===== src/rtl/rv_trace_encoder.sv =====
// Retirement-trace transmitter: buffers one record per retired instruction and
// serializes it LSB-first as a 9/13/17/21-byte packet on a valid/ready byte stream.
module rv_trace_encoder #(
    parameter int unsigned IADDR_SPACE_BITS = 32,
    parameter int unsigned FIFO_DEPTH       = 4
) (
    input  logic                        i_clk,
    input  logic                        i_reset,
    input  logic                        i_enable,
    input  logic                        i_retire,
    input  logic [IADDR_SPACE_BITS-1:1] i_pc,
    input  logic [31:0]                 i_instr,
    input  logic                        i_reg_write,
    input  logic [31:0]                 i_reg_data,
    input  logic                        i_mem_read,
    input  logic                        i_mem_write,
    input  logic [31:0]                 i_mem_addr,
    input  logic [31:0]                 i_mem_data,
    output logic [7:0]                  o_data,
    output logic                        o_valid,
    input  logic                        i_ready,
    output logic                        o_overflow,
    output logic                        o_busy
);

    localparam int unsigned PTR_W = $clog2(FIFO_DEPTH);
    localparam int unsigned CNT_W = PTR_W + 1;

    typedef struct packed {
        logic        lost;
        logic        reg_write;
        logic        mem_read;
        logic        mem_write;
        logic [31:0] pc;
        logic [31:0] instr;
        logic [31:0] rd;
        logic [31:0] addr;
        logic [31:0] data;
    } rec_t;

    typedef enum logic [2:0] {
        S_IDLE, S_HDR, S_PC, S_INSTR, S_RD, S_ADDR, S_DATA
    } state_t;

    rec_t             fifo_mem [FIFO_DEPTH];
    logic [PTR_W-1:0] wr_ptr;
    logic [PTR_W-1:0] rd_ptr;
    logic [CNT_W-1:0] count;
    logic             lost_pending;
    state_t           state;
    logic [1:0]       idx;

    rec_t       rec_in;
    rec_t       head;
    logic       has_mem;
    logic       fire;
    logic       last_field;
    logic       pop;
    logic       capture;
    logic       push;
    state_t     end_state;
    state_t     next_field;
    logic [7:0] header;
    logic [31:0] word;

    always_comb begin
        rec_in.lost      = lost_pending;
        rec_in.reg_write = i_reg_write;
        rec_in.mem_read  = i_mem_read;
        rec_in.mem_write = i_mem_write;
        rec_in.pc        = 32'({i_pc, 1'b0});
        rec_in.instr     = i_instr;
        rec_in.rd        = i_reg_data;
        rec_in.addr      = i_mem_addr;
        rec_in.data      = i_mem_data;
    end

    assign head    = fifo_mem[rd_ptr];
    assign has_mem = head.mem_read | head.mem_write;
    assign o_valid = (state != S_IDLE);
    assign o_busy  = (count != '0) || (state != S_IDLE);
    assign fire    = o_valid && i_ready;

    // A packet ends on the final byte of its last present field.
    assign last_field = ((state == S_INSTR) && !head.reg_write && !has_mem) ||
                        ((state == S_RD) && !has_mem) ||
                        (state == S_DATA);
    assign pop     = fire && (idx == 2'd3) && last_field;
    assign capture = i_retire && i_enable;
    assign push    = capture && ((count < CNT_W'(FIFO_DEPTH)) || pop);

    // Only entries already queued keep the stream back-to-back; a same-cycle push waits in IDLE.
    assign end_state = (count > CNT_W'(1)) ? S_HDR : S_IDLE;

    always_comb begin
        next_field = end_state;
        unique case (state)
            S_PC:    next_field = S_INSTR;
            S_INSTR: next_field = head.reg_write ? S_RD : (has_mem ? S_ADDR : end_state);
            S_RD:    next_field = has_mem ? S_ADDR : end_state;
            S_ADDR:  next_field = S_DATA;
            default: next_field = end_state;
        endcase
    end

    always_ff @(posedge i_clk) begin
        if (push) begin
            fifo_mem[wr_ptr] <= rec_in;
        end
    end

    always_ff @(posedge i_clk or posedge i_reset) begin
        if (i_reset) begin
            wr_ptr       <= '0;
            rd_ptr       <= '0;
            count        <= '0;
            lost_pending <= 1'b0;
            o_overflow   <= 1'b0;
        end else begin
            if (push) begin
                wr_ptr       <= wr_ptr + PTR_W'(1);
                lost_pending <= 1'b0;
            end else if (capture) begin
                lost_pending <= 1'b1;
                o_overflow   <= 1'b1;
            end
            if (pop) begin
                rd_ptr <= rd_ptr + PTR_W'(1);
            end
            unique case ({push, pop})
                2'b10:   count <= count + CNT_W'(1);
                2'b01:   count <= count - CNT_W'(1);
                default: count <= count;
            endcase
        end
    end

    // Packet sequencer: header, then each present 4-byte field.
    always_ff @(posedge i_clk or posedge i_reset) begin
        if (i_reset) begin
            state <= S_IDLE;
            idx   <= 2'd0;
        end else begin
            unique case (state)
                S_IDLE: begin
                    idx <= 2'd0;
                    if (count != '0) begin
                        state <= S_HDR;
                    end
                end
                S_HDR: begin
                    idx <= 2'd0;
                    if (fire) begin
                        state <= S_PC;
                    end
                end
                default: begin
                    if (fire) begin
                        idx <= idx + 2'd1;
                        if (idx == 2'd3) begin
                            state <= next_field;
                        end
                    end
                end
            endcase
        end
    end

    assign header = {1'b1, head.lost, head.reg_write, head.mem_read, head.mem_write, 3'b000};

    always_comb begin
        word = 32'd0;
        unique case (state)
            S_HDR:   word = {24'd0, header};
            S_PC:    word = head.pc;
            S_INSTR: word = head.instr;
            S_RD:    word = head.rd;
            S_ADDR:  word = head.addr;
            S_DATA:  word = head.data;
            default: word = 32'd0;
        endcase
        o_data = 8'(word >> {idx, 3'b000});
    end

endmodule


===== config.mk =====
export PLATFORM = sky130hd
export DESIGN_NAME = rv_trace_encoder
export DESIGN_NICKNAME = d
export VERILOG_FILES = /design/src/rtl/rv_trace_encoder.sv
export SDC_FILE = /design/constraint.sdc
export NUM_CORES = 1
export LEC_CHECK = 0
export CORE_MARGIN = 2
export CORE_UTILIZATION = 26
export CTS_CLUSTER_DIAMETER = 60
export DETAILED_ROUTE_END_ITERATION = 16
export SLEW_MARGIN = 0
export SYNTH_ARGS = -nofsm -noshare
export SYNTH_HDL_FRONTEND = slang
export SYNTH_SLANG_ARGS = --single-unit

===== constraint.sdc =====
create_clock -name i_clk -period 18.7 [get_ports i_clk]
set_clock_uncertainty 0.15 [all_clocks]
set_input_delay 3.74 -clock i_clk [delete_from_list [all_inputs] [get_ports i_clk]]
set_output_delay 3.74 -clock i_clk [all_outputs]
set_load 0.02 [all_outputs]

-- Word level (Yosys, flattened, before mapping)
Memories as Yosys holds them, arrays and structs flattened.
Index checks and enable logic that the tools add are counted.
- bits in registers: 14
- bits in latches: 0
- RAM bits: 652
- bits in read-only memories: 0
- input bits: 167
- output and inout bits: 11
- logic and storage cells: 71
- memories: 1
- add/subtract/negate cells: 5
- multipliers: 0
- divide/modulo/power cells: 0
- magnitude comparators: 2
- eq/ne operators: 11
- shifts and indexed selects: 1
- multiplexer cells: 17
- bitwise gates (word level): 2
- reduce and logical (&&, ||, !) cells: 25
- memories (name ; depth ; bits a word ; rd ports ; clocked after Yosys merged registers in ; wr ports ; line ; text):
    fifo_mem ; 4 ; 163 ; 1 ; 0 ; 1 ; 45 ; rec_t fifo_mem [FIFO_DEPTH];
- operators with widths (operator ; count):
    case mux 32 bit (6 select lines) ; 1
    >> shifter 32 x 5 -> 8 bit ; 1
    2-to-1 mux 3 bit ; 6
    case mux 3 bit (2 select lines) ; 2
    case mux 3 bit (4 select lines) ; 1
    equality test 3 bit (second input constant) ; 3
    nonzero test 3 bit ; 3
    logical AND 1 bit ; 8
    nonzero test 2 bit ; 4
    adder 2 x 1 -> 2 bit (second input constant) ; 3
    equality test 3 x 2 -> 1 bit (second input constant) ; 2
    2-to-1 mux 1 bit ; 5
    equality test 2 bit (second input constant) ; 2
    logical OR 1 bit ; 4
    2-to-1 mux 2 bit ; 2
    != test 2 bit (second input constant) ; 2
    AND reduction 4 bit ; 1
    adder 3 x 1 -> 3 bit (second input constant) ; 1
    equality test 3 x 1 -> 1 bit (second input constant) ; 1
    > comparator 3 x 1 -> 1 bit (second input constant) ; 1
    zero test 3 bit ; 1
    < comparator 3 bit (second input constant) ; 1
    subtractor 3 x 1 -> 3 bit (second input constant) ; 1
    equality test 2 x 1 -> 1 bit (second input constant) ; 1
    5 further kinds ; 6

-- Depth between registers and ports, before layout
Gate-level depths: netlist of run 1.
An unclocked memory read counts as a cell.
- depth in word-level cells: 11
- gate-level depth with buffers: 11
- gate-level depth less buffers: 10

-- Worst setup path before layout of run 1
Ideal clock, no wire load.
- path type: input to register
- start: input port i_ready
- end: memory fifo_mem[0][0] in the netlist's numbering (enable)
- library setup time: 0.543 ns
- data arrival time: 8.435 ns
- data required time: 18.007 ns
- slack: 9.572 ns
- cell stages on the path: 5
- path buffers: 0
- cell sequence: o311a_1 or3b_4 o211ai_2 and2b_4 and2_1
- longest elaborated chain between the ends: 7
- ends and longest elaborated chain (what ; line ; text):
    start: declaration ; 21 ; input logic i_ready,
    logical AND 1 bit ; 82 ; assign fire = o_valid && i_ready;
    logical AND 1 bit (2 in a row) ; 88 ; assign pop = fire && (idx == 2'd3) && last_field;
    logical OR 1 bit ; 90 ; assign push = capture && ((count < CNT_W'(FIFO_DEPTH)) || pop);
    logical AND 1 bit ; 90 ;
    2-to-1 mux 1 bit ; 107 ; if (push) begin
    2-to-1 mux 1 bit (not written as such) ; 108 ; fifo_mem[wr_ptr] <= rec_in;
    end: declaration ; 45 ;
Every way passes these cells.

-- Worst setup path after layout of run 1
- start: register rd_ptr[1]
- end: output port o_data[1]
- longest elaborated chain between the ends: 3
- ends and longest elaborated chain (what ; line ; text):
    start: declaration ; 47 ; logic [PTR_W-1:0] rd_ptr;
    start signal: assignment ; 128 ; rd_ptr <= rd_ptr + PTR_W'(1);
    memory (4 x 163 bit) ; n/a ;
    case mux 32 bit (6 select lines) ; 173 ; unique case (state)
    >> shifter 32 x 5 -> 8 bit ; 182 ; o_data = 8'(word >> {idx, 3'b000});
    end: declaration ; 19 ; output logic [7:0] o_data,
Every way passes these cells.

==> results of run 1 <==
worst max-delay path, cell delays in order (launching register included):
cell             delay (ns)
dfrtp_4                1.09
buf_4                  0.91
mux2i_1                0.27
o22ai_1                0.10
nor4_1                 0.71
a221oi_1               0.42
a31o_1                 0.34
clkdlybuf4s50_1        0.56
layout make-up:
| class | count | area share (%) |
|---|---|---|
| inverter | 12 | 0.144 |
| sequential | 666 | 63.5 |
| clock buffer | 82 | 5.89 |
| timing repair buffer | 204 | 6.33 |
| tap | 1287 | 5.13 |
| multi-input combinational | 548 | 17.7 |
| antenna | 1 | 0.00797 |
| clock inverter | 42 | 1.26 |
Yosys cell counts, drive strengths merged (11+ instances only):
cell type | n | area (um^2)
mux4 | 80 | 1810
a22oi | 26 | 195
mux2i | 164 | 1640
o22ai | 71 | 444
nor4 | 17 | 106
inv | 12 | 45.1
o21ai | 15 | 78.8
buf | 50 | 277
nand2 | 26 | 97.6
clkbuf | 22 | 82.6
dfrtp | 14 | 350
a21oi | 15 | 75.1
ha | 11 | 138
edfxtp | 652 | 19600
worst max path at each step:
stage / end / slack (ns) / depth (start not counted)
2_1_floorplan: fifo_mem[0][0] / 9.57 / 5
3_3_place_gp: fifo_mem[3][136] / 10.26 / 8
3_5_place_dp: fifo_mem[3][136] / 10.19 / 8
4_1_cts: o_data[2] / 9.71 / 7
5_1_grt: o_data[2] / 9.40 / 7
6_report: o_data[1] / 9.73 / 7
power by group:
group / switching (mW) / leakage (nW) / internal, mW
clock: 0.553 / 1.10 / 0.803
combinational: 0.397 / 2.19 / 0.262
sequential: 0.0273 / 6.02 / 1.65
total: 0.977 / 9.31 / 2.71
cell families (layout without fill, tap and decap cells):
group	after synthesis	count (layout)	share of synthesized area, %
AO/OA/AOI/OAI	174	174	4.63
multiplexers	248	248	13.5
AND/OR/NAND/NOR	106	106	2.41
XOR/XNOR	9	9	0.305
other	0	1	0
flip-flops	666	666	77.1
buffers and inverters	84	340	1.56
adder cells (fa/ha/maj)	11	11	0.532
layer usage:
layer / up-vias / GRT usage, %
li1: 5818 / -
met2: 471 / 21.5
met5: - / 0
met1: 6860 / 17.4
met4: 18 / 3.81
met3: 96 / 3.47
sequential cells by signal, indices dropped and copies added, names as in the netlist:
register and flops:
fifo_mem 652, count 3, state 3, idx 2
rd_ptr 2, wr_ptr 2, lost_pending 1, o_overflow 1
==> summary.txt, run 1 <==
Timing
  • Worst slew margin: 26.1%
  • Setup TNS Final: 0 ns
  • Fmax: roughly 110 MHz
  • Final Cycle Share: between 40 and 50%
  • Actual slew at the worst max-slew pin: 1.11 ns
  • Setup ws final: 9.73 ns
  • Fin Hold WS: 0.330 ns
  • RSZ-0062 raised after global routing: no
  • Endpoints failing hold: 0
  • Slew Limit Fails: 0
  • Crit path time final: 8.97 ns
  • # setup viols final: 0

Yosys
  • Number of flops mapped to enable cells by yosys: approximately 650
  • Mapped Cells: approximately 1300
  • Top FF cell, synth: edfxtp_1
  • Syn. warnings: 0
  • Sequential share of the synthesized area: between 70% and 80%
  • Yosys reg bits: around 670
  • Distinct cells, synth: 61
  • Synthesized area: 0.0259 mm^2
  • Mapped Avg Cell Area: between 15 and 20 um^2
  • Post-synthesis net count: approximately 1500
  • Async set-reset flop share out of synthesis: ~2.1%

Final layout
  • Commonest non-fill, non-tap cell in the layout: edfxtp_1
  • Final instance area: approximately 0.031 mm^2
  • Most frequent cells in the layout: 652 x edfxtp_1, 177 x clkdlybuf4s50_1, 164 x mux2i_1
  • Area of the multi-input gates: between 0.005 and 0.006 mm^2
  • Finished Layout Cells: 2842
  • Filler Cell Count: between 9000 and 10000
  • Area added between synthesis and finish: 21.4%
  • FF+latch area: between 0.015 and 0.02 mm^2
  • Layout cells sized above 1: 14.5%
  • Final #Nets: roughly 1700
  • Core Util, Final: between 30% and 40%

Floorplan
  • Row cnt: 115
  • Ports: approximately 180
  • Die Y: approximately 320 um
  • Die X: 319 um
  • Die footprint: approximately 0.10 mm^2
  • Starting Density: 26.3%
  • Core area: roughly 0.098 mm^2

Run
  • MaxCap Viol Count: 0

Clock network
  • Reg clk slew, reported paths: about 0.06 ns
  • CTS-repair resized insts: 0
  • Clk sink count: about 670
  • H-tree Lvls: 3
  • Clock root buffer: clkbuf_16
  • TritonCTS Buffers: 69
  • Clk_lat worst skew: about 0.59 ns
  • Post-CTS setup buffers: 0
  • CTS tree: yes
  • Longest Clk Path Bufs: 3
  • Hold-fix buffers, CTS: 0

Placement
  • PortBufs: 177
  • Setup WS pre-CTS: 10.19 ns
  • DP HPWL: between 40 and 50 mm
  • Post-DP Area: a little under 0.03 mm^2
  • Cell count after placement: ~2700
  • Gpl congestion: around 0.72

Setup path
  • Critical Path Start: rd_ptr[1]
  • Critical path arrival: 5.08 ns
  • CP max FO: 59
  • Req. time, crit path: ~15 ns
  • R2R cell count: 8
  • R2r endpoint: fifo_mem[3][23]
  • Class of the most critical setup path: reg2out
  • Crit path capture type: primary output
  • Reg2Reg Setup Slack: 12.33 ns
  • Worst setup SP type: flop
  • Worst r2r src: rd_ptr[1]

Global routing
  • Initial antenna violation count: 18
  • Global-route wire length before repair: approximately 97 mm
  • Vias in the first global route: about 14000
  • Largest net degree at the start of global routing: between 100 and 150
  • Global route overflow: 0
  • GRT Total Usage: a little over an eighth

Detailed routing
  • Top sig layer: met5
  • Routed WL per cell: ~24 um
  • Post-route antenna net violation count: 0
  • DRC errors left: 0
  • Final wirelength: 68.6 mm
  • Initial drt markers: ~1100
  • DRT Pass-1 Iters: 5
  • WL met2: 33.1 mm
  • Via density: 4.67
  • Met1 wire length: ~28 mm
  • Met3 WL: around 5.8 mm
  • Via count: about 13000

Hold path
  • WHS Path Cells: 1
  • Worst hold path startpoint: o_overflow
  • Worst hold endpoint: o_overflow
  • Hold Crit Class: reg2reg

Power and ir drop
  • VDD IR max: 0.0646 mV
  • Leak: ~9.3 nW
  • Power, Total: between 3 and 4 mW
  • P per Cell Area: 118 mW/mm^2

Run status
  • Status: finished clean
Power figures use the tool's default switching activity.
==> inputs of run 2 (changes only) <==
clock period = 9 ns   (was 18.7 ns; I/O delays follow)
==> summary.txt, run 2 (same netlist as run 1, synthesis figures left out) <==
Final layout
  • Layout cells sized above 1: approximately 14%
  • Largest regs: fifo_mem x652, count x3, state x3
  • Largest reg by FF count: fifo_mem
  • Area added between synthesis and finish: 21.5%
  • Max reg flops: about 650
  • Final instance area: 0.0314 mm^2
  • Most frequent cells in the layout: 652 x edfxtp_1, 177 x clkdlybuf4s50_1, 164 x mux2i_1
  • Finished Layout Cells: roughly 2800
  • Commonest non-fill, non-tap cell in the layout: edfxtp_1
  • Core Util, Final: about a third
  • Final #Nets: 1679

Floorplan
  • Die footprint: between 0.1 and 0.15 mm^2
  • Starting Density: approximately a quarter
  • Core area: 0.0984 mm^2
  • Die X: 319 um
  • Die Y: 319 um
  • Row cnt: around 120
  • Ports: 178

Hold path
  • Hold Crit Class: reg2reg

Clock network
  • Clock root buffer: clkbuf_16
  • H-tree Lvls: 3
  • Reg clk slew, reported paths: roughly 0.06 ns
  • CTS-repair resized insts: 0
  • Post-CTS setup buffers: 0
  • CTS tree: yes
  • Longest Clk Path Bufs: 3
  • TritonCTS Buffers: 70
  • Clk_lat worst skew: ~0.60 ns
  • Clk sink count: around 670
  • Hold-fix buffers, CTS: 0

Detailed routing
  • Via density: ~4.7
  • Routed WL per cell: 24.0 um
  • Final wirelength: ~68 mm
  • Post-route antenna net violation count: 0
  • Initial drt markers: 1103
  • DRT Pass-1 Iters: 5
  • Via count: approximately 13000
  • DRC errors left: 0

Setup path
  • Req. time, crit path: 7.05 ns
  • Critical path arrival: approximately 4.6 ns
  • Worst setup SP type: flop
  • Class of the most critical setup path: reg2out
  • CP max FO: 53
  • Crit path capture type: primary output

Power and ir drop
  • VDD IR max: around 0.12 mV
  • Power, Total: approximately 7.6 mW
  • P per Cell Area: 243 mW/mm^2
  • Leak: roughly 9.3 nW

Placement
  • Gpl congestion: 0.755
  • Post-DP Area: between 0.02 and 0.03 mm^2
  • Cell count after placement: 2716
  • DP HPWL: roughly 44 mm
  • PortBufs: 177

Global routing
  • Vias in the first global route: between 10000 and 15000
  • GR peak layer: met2
  • Global-route wire length before repair: about 97 mm
  • Met1 Track Usage GR: between 10% and 20%
  • Met2 usage in global routing: between 20% and 30%
  • Largest net degree at the start of global routing: about 110
  • GRT Total Usage: 13.2%
  • Grt met3 use: 4.00%
  • Initial antenna violation count: 27
  • Global route overflow: 0

Run status
  • Status: finished clean

Timing
  • Slew Limit Fails: 0
  • Crit path time final: about 6.5 ns
  • RSZ-0062 raised after global routing: no
  • # setup viols final: 0
  • Setup TNS Final: 0 ns
  • Fmax: 153 MHz
  • Final Cycle Share: 72.7%
  • Endpoints failing hold: 0
  • Actual slew at the worst max-slew pin: ~1.1 ns
  • Worst slew margin: approximately 27%

Run
  • MaxCap Viol Count: 0
==> run 2: cell types whose count changed in the layout (fill, tap and decap cells not counted), moves of 2 or more <==
| cell | delta |
|---|---|
| clkinv_1 | -4 |
| clkinv_2 | -8 |
| diode_2 | +3 |
| clkbuf_1 | +9 |
| buf_12 | +3 |
| buf_4 | -4 |
| inv_6 | -2 |
==> run 2: critical path, cell delays in order (launching register included) <==
cell	delay, ns
dfrtp_4	1.03
buf_4	0.67
mux4_2	0.32
a22oi_1	0.09
a221oi_1	0.83
a31o_1	0.29
clkdlybuf4s50_1	0.64
==> run 2: power by group <==
group	internal [mW]	leakage (nW)	switching (mW)
logic	0.539	2.20	0.755
registers	3.42	6.02	0.0937
clock network	1.72	1.08	1.12
==> run 2: per-layer routing <==
metal / vias to the layer above / wire length [um]
li1: 5800 / -
met1: 6906 / 27600
met4: 34 / 1220
met3: 110 / 5920
met2: 435 / 33100
met5: - / 207
==> run 2: final timing paths <==
kind	from	to	slack [ns]	depth (start not counted)
worst min-delay path	o_overflow	o_overflow	0.34	1
worst max register to register	rd_ptr[1]	fifo_mem[3][75]	3.84	7
worst max-delay path	rd_ptr[1]	o_data[1]	2.46	6
worst min register to register	o_overflow	o_overflow	0.34	1
min in group asynchronous	i_reset	idx[0]	1.47	2
max in group asynchronous	i_reset	rd_ptr[0]	6.75	2
==> run 2: through the flow <==
stage                     hold slack (ns)  setup WS [ns]
after floorplan                     0.325           1.81
after global placement              0.324           3.11
after detailed placement            0.326           3.05
after CTS                           0.339           2.38
after global routing                0.347           2.31
final                               0.341           2.46
==> run 2: layout make-up <==
cell class / count / area, um^2
Inverter: 12 / 45.0
Clock inverter: 29 / 344
Antenna cell: 4 / 10.0
Clock buffer: 92 / 1910
Multi-Input combinational cell: 548 / 5560
Tap cell: 1287 / 1610
Sequential cell: 666 / 19900
Fill cell: 9445 / 67000
Timing Repair Buffer: 203 / 2020
==> inputs of run 3 (changes only) <==
clock period = 6.5 ns   (was 9 ns; I/O delays follow)
==> summary.txt, run 3 (same netlist as run 1, synthesis figures left out) <==
Run status
  • Status: finished clean

Floorplan
  • Row cnt: ~120
  • Die footprint: around 0.10 mm^2
  • Die X: about 320 um
  • Core area: about 0.098 mm^2
  • Starting Density: about a quarter
  • Die Y: 319 um
  • Ports: 178

Clock network
  • Clk sink count: between 600 and 700
  • Clk_lat worst skew: slightly above 0.6 ns
  • Clock root buffer: clkbuf_16
  • Longest Clk Path Bufs: 3
  • Post-CTS setup buffers: 0
  • CTS tree: yes
  • CTS-repair resized insts: 0
  • Hold-fix buffers, CTS: 0
  • H-tree Lvls: 3
  • Reg clk slew, reported paths: around 0.060 ns
  • TritonCTS Buffers: 72

Final layout
  • Area added between synthesis and finish: 22.5%
  • FF+latch area: between 0.015 and 0.02 mm^2
  • Largest regs: fifo_mem x652, count x3, state x3
  • Largest reg by FF count: fifo_mem
  • Layout cells sized above 1: between 10% and 20%
  • Most frequent cells in the layout: 652 x edfxtp_1, 177 x clkdlybuf4s50_1, 164 x mux2i_1
  • Final #Nets: roughly 1700
  • Max reg flops: roughly 650
  • Commonest non-fill, non-tap cell in the layout: edfxtp_1
  • Finished Layout Cells: about 2900
  • Area of the multi-input gates: ~0.0056 mm^2
  • Filler Cell Count: between 9000 and 10000

Timing
  • Actual slew at the worst max-slew pin: between 1 and 1.5 ns
  • Worst slew margin: between 30% and 40%
  • Crit path time final: 5.86 ns
  • RSZ-0062 raised after global routing: no
  • Setup TNS Final: 0 ns
  • Endpoints failing hold: 0
  • Final Cycle Share: 90.2%
  • # setup viols final: 0
  • Slew Limit Fails: 0
  • Fmax: roughly 170 MHz

Global routing
  • Global route overflow: 0
  • Vias in the first global route: approximately 14000
  • Global-route wire length before repair: slightly below 100 mm
  • GRT Total Usage: a little over an eighth
  • Largest net degree at the start of global routing: 78
  • Initial antenna violation count: 11

Setup path
  • Worst setup SP type: flop
  • Critical path arrival: 4.41 ns
  • Reg2Reg Setup Slack: approximately 1.5 ns
  • CP max FO: 35
  • Class of the most critical setup path: reg2out
  • Req. time, crit path: approximately 5.1 ns
  • Crit path capture type: primary output

Detailed routing
  • Via count: 13600
  • Final wirelength: between 60 and 70 mm
  • Routed WL per cell: roughly 24 um
  • DRT Pass-1 Iters: 5
  • DRC errors left: 0
  • Initial drt markers: 1406
  • Via density: approximately 4.7
  • Post-route antenna net violation count: 0

Hold path
  • Hold Crit Class: reg2reg

Placement
  • DP HPWL: between 40 and 50 mm
  • Gpl congestion: 0.824
  • PortBufs: approximately 180
  • Cell count after placement: roughly 2700

Power and ir drop
  • Leak: 9.44 nW
  • VDD IR max: around 0.28 mV
  • P per Cell Area: approximately 330 mW/mm^2

Run
  • MaxCap Viol Count: 0
## run 3: cell types whose count changed in the layout (fill, tap and decap cells not counted), sizes merged
cell,change
buf,+20
inv,+6
clkinv,+4
bufinv,-3
diode,-3
clkbuf,+1
## run 3: final cells by class
cell class	instances	share of cell area, %
sequential	666	62.9
multi-input combinational	548	17.5
timing repair buffer	223	7.16
clock buffer	93	5.97
tap	1287	5.08
clock inverter	36	1.18
inverter	12	0.142
antenna	1	0.00790
## run 3: metrics by stage
| stage | setup WS, ns | total power, mW | utilization, % | cell area, um^2 | hold slack, ns |
|---|---|---|---|---|---|
| floorplan | 1.63 | 5.95 | - | 25900 | 0.325 |
| global placement | 1.20 | 6.74 | 29.9 | 29400 | 0.318 |
| detailed placement | 1.20 | 6.75 | 29.9 | 29400 | 0.315 |
| CTS | 0.533 | 10.7 | 32.2 | 31700 | 0.331 |
| global route | 0.424 | 11.0 | 32.2 | 31700 | 0.352 |
| finish | 0.640 | 10.6 | 32.2 | 31700 | 0.332 |
## run 3: routing by layer
metal | track usage (%) | wire, um | part of all wire (%)
met2 | 22.4 | 34000 | 49
met5 | 0 | 46 | 0.066
met1 | 17.7 | 28900 | 41
met3 | 3.56 | 5610 | 8.0
met4 | 2.62 | 1170 | 1.7
## run 3: critical path, stage by stage (launching register included)
cell,delay [ns]
dfrtp_4,0.85
buf_4,0.67
mux4_1,0.69
a21oi_1,0.38
nand3_1,0.24
a32o_1,0.34
clkdlybuf4s50_1,0.57
## run 3: worst paths after layout
path | start | to | depth (start not counted)
min in group asynchronous | i_reset | state[0] | 2
max in group asynchronous | i_reset | rd_ptr[1] | 2
min | o_overflow | o_overflow | 1
min reg2reg | o_overflow | o_overflow | 1
max reg2reg | rd_ptr[0] | fifo_mem[2][127] | 7
max | rd_ptr[0] | o_data[3] | 6
## run 3: power by group
group | leakage [nW] | internal [mW] | total, mW | switching (mW)
clock network | 1.10 | 2.28 | 3.92 | 1.65
registers | 6.02 | 4.74 | 4.85 | 0.113
logic | 2.32 | 0.769 | 1.82 | 1.05
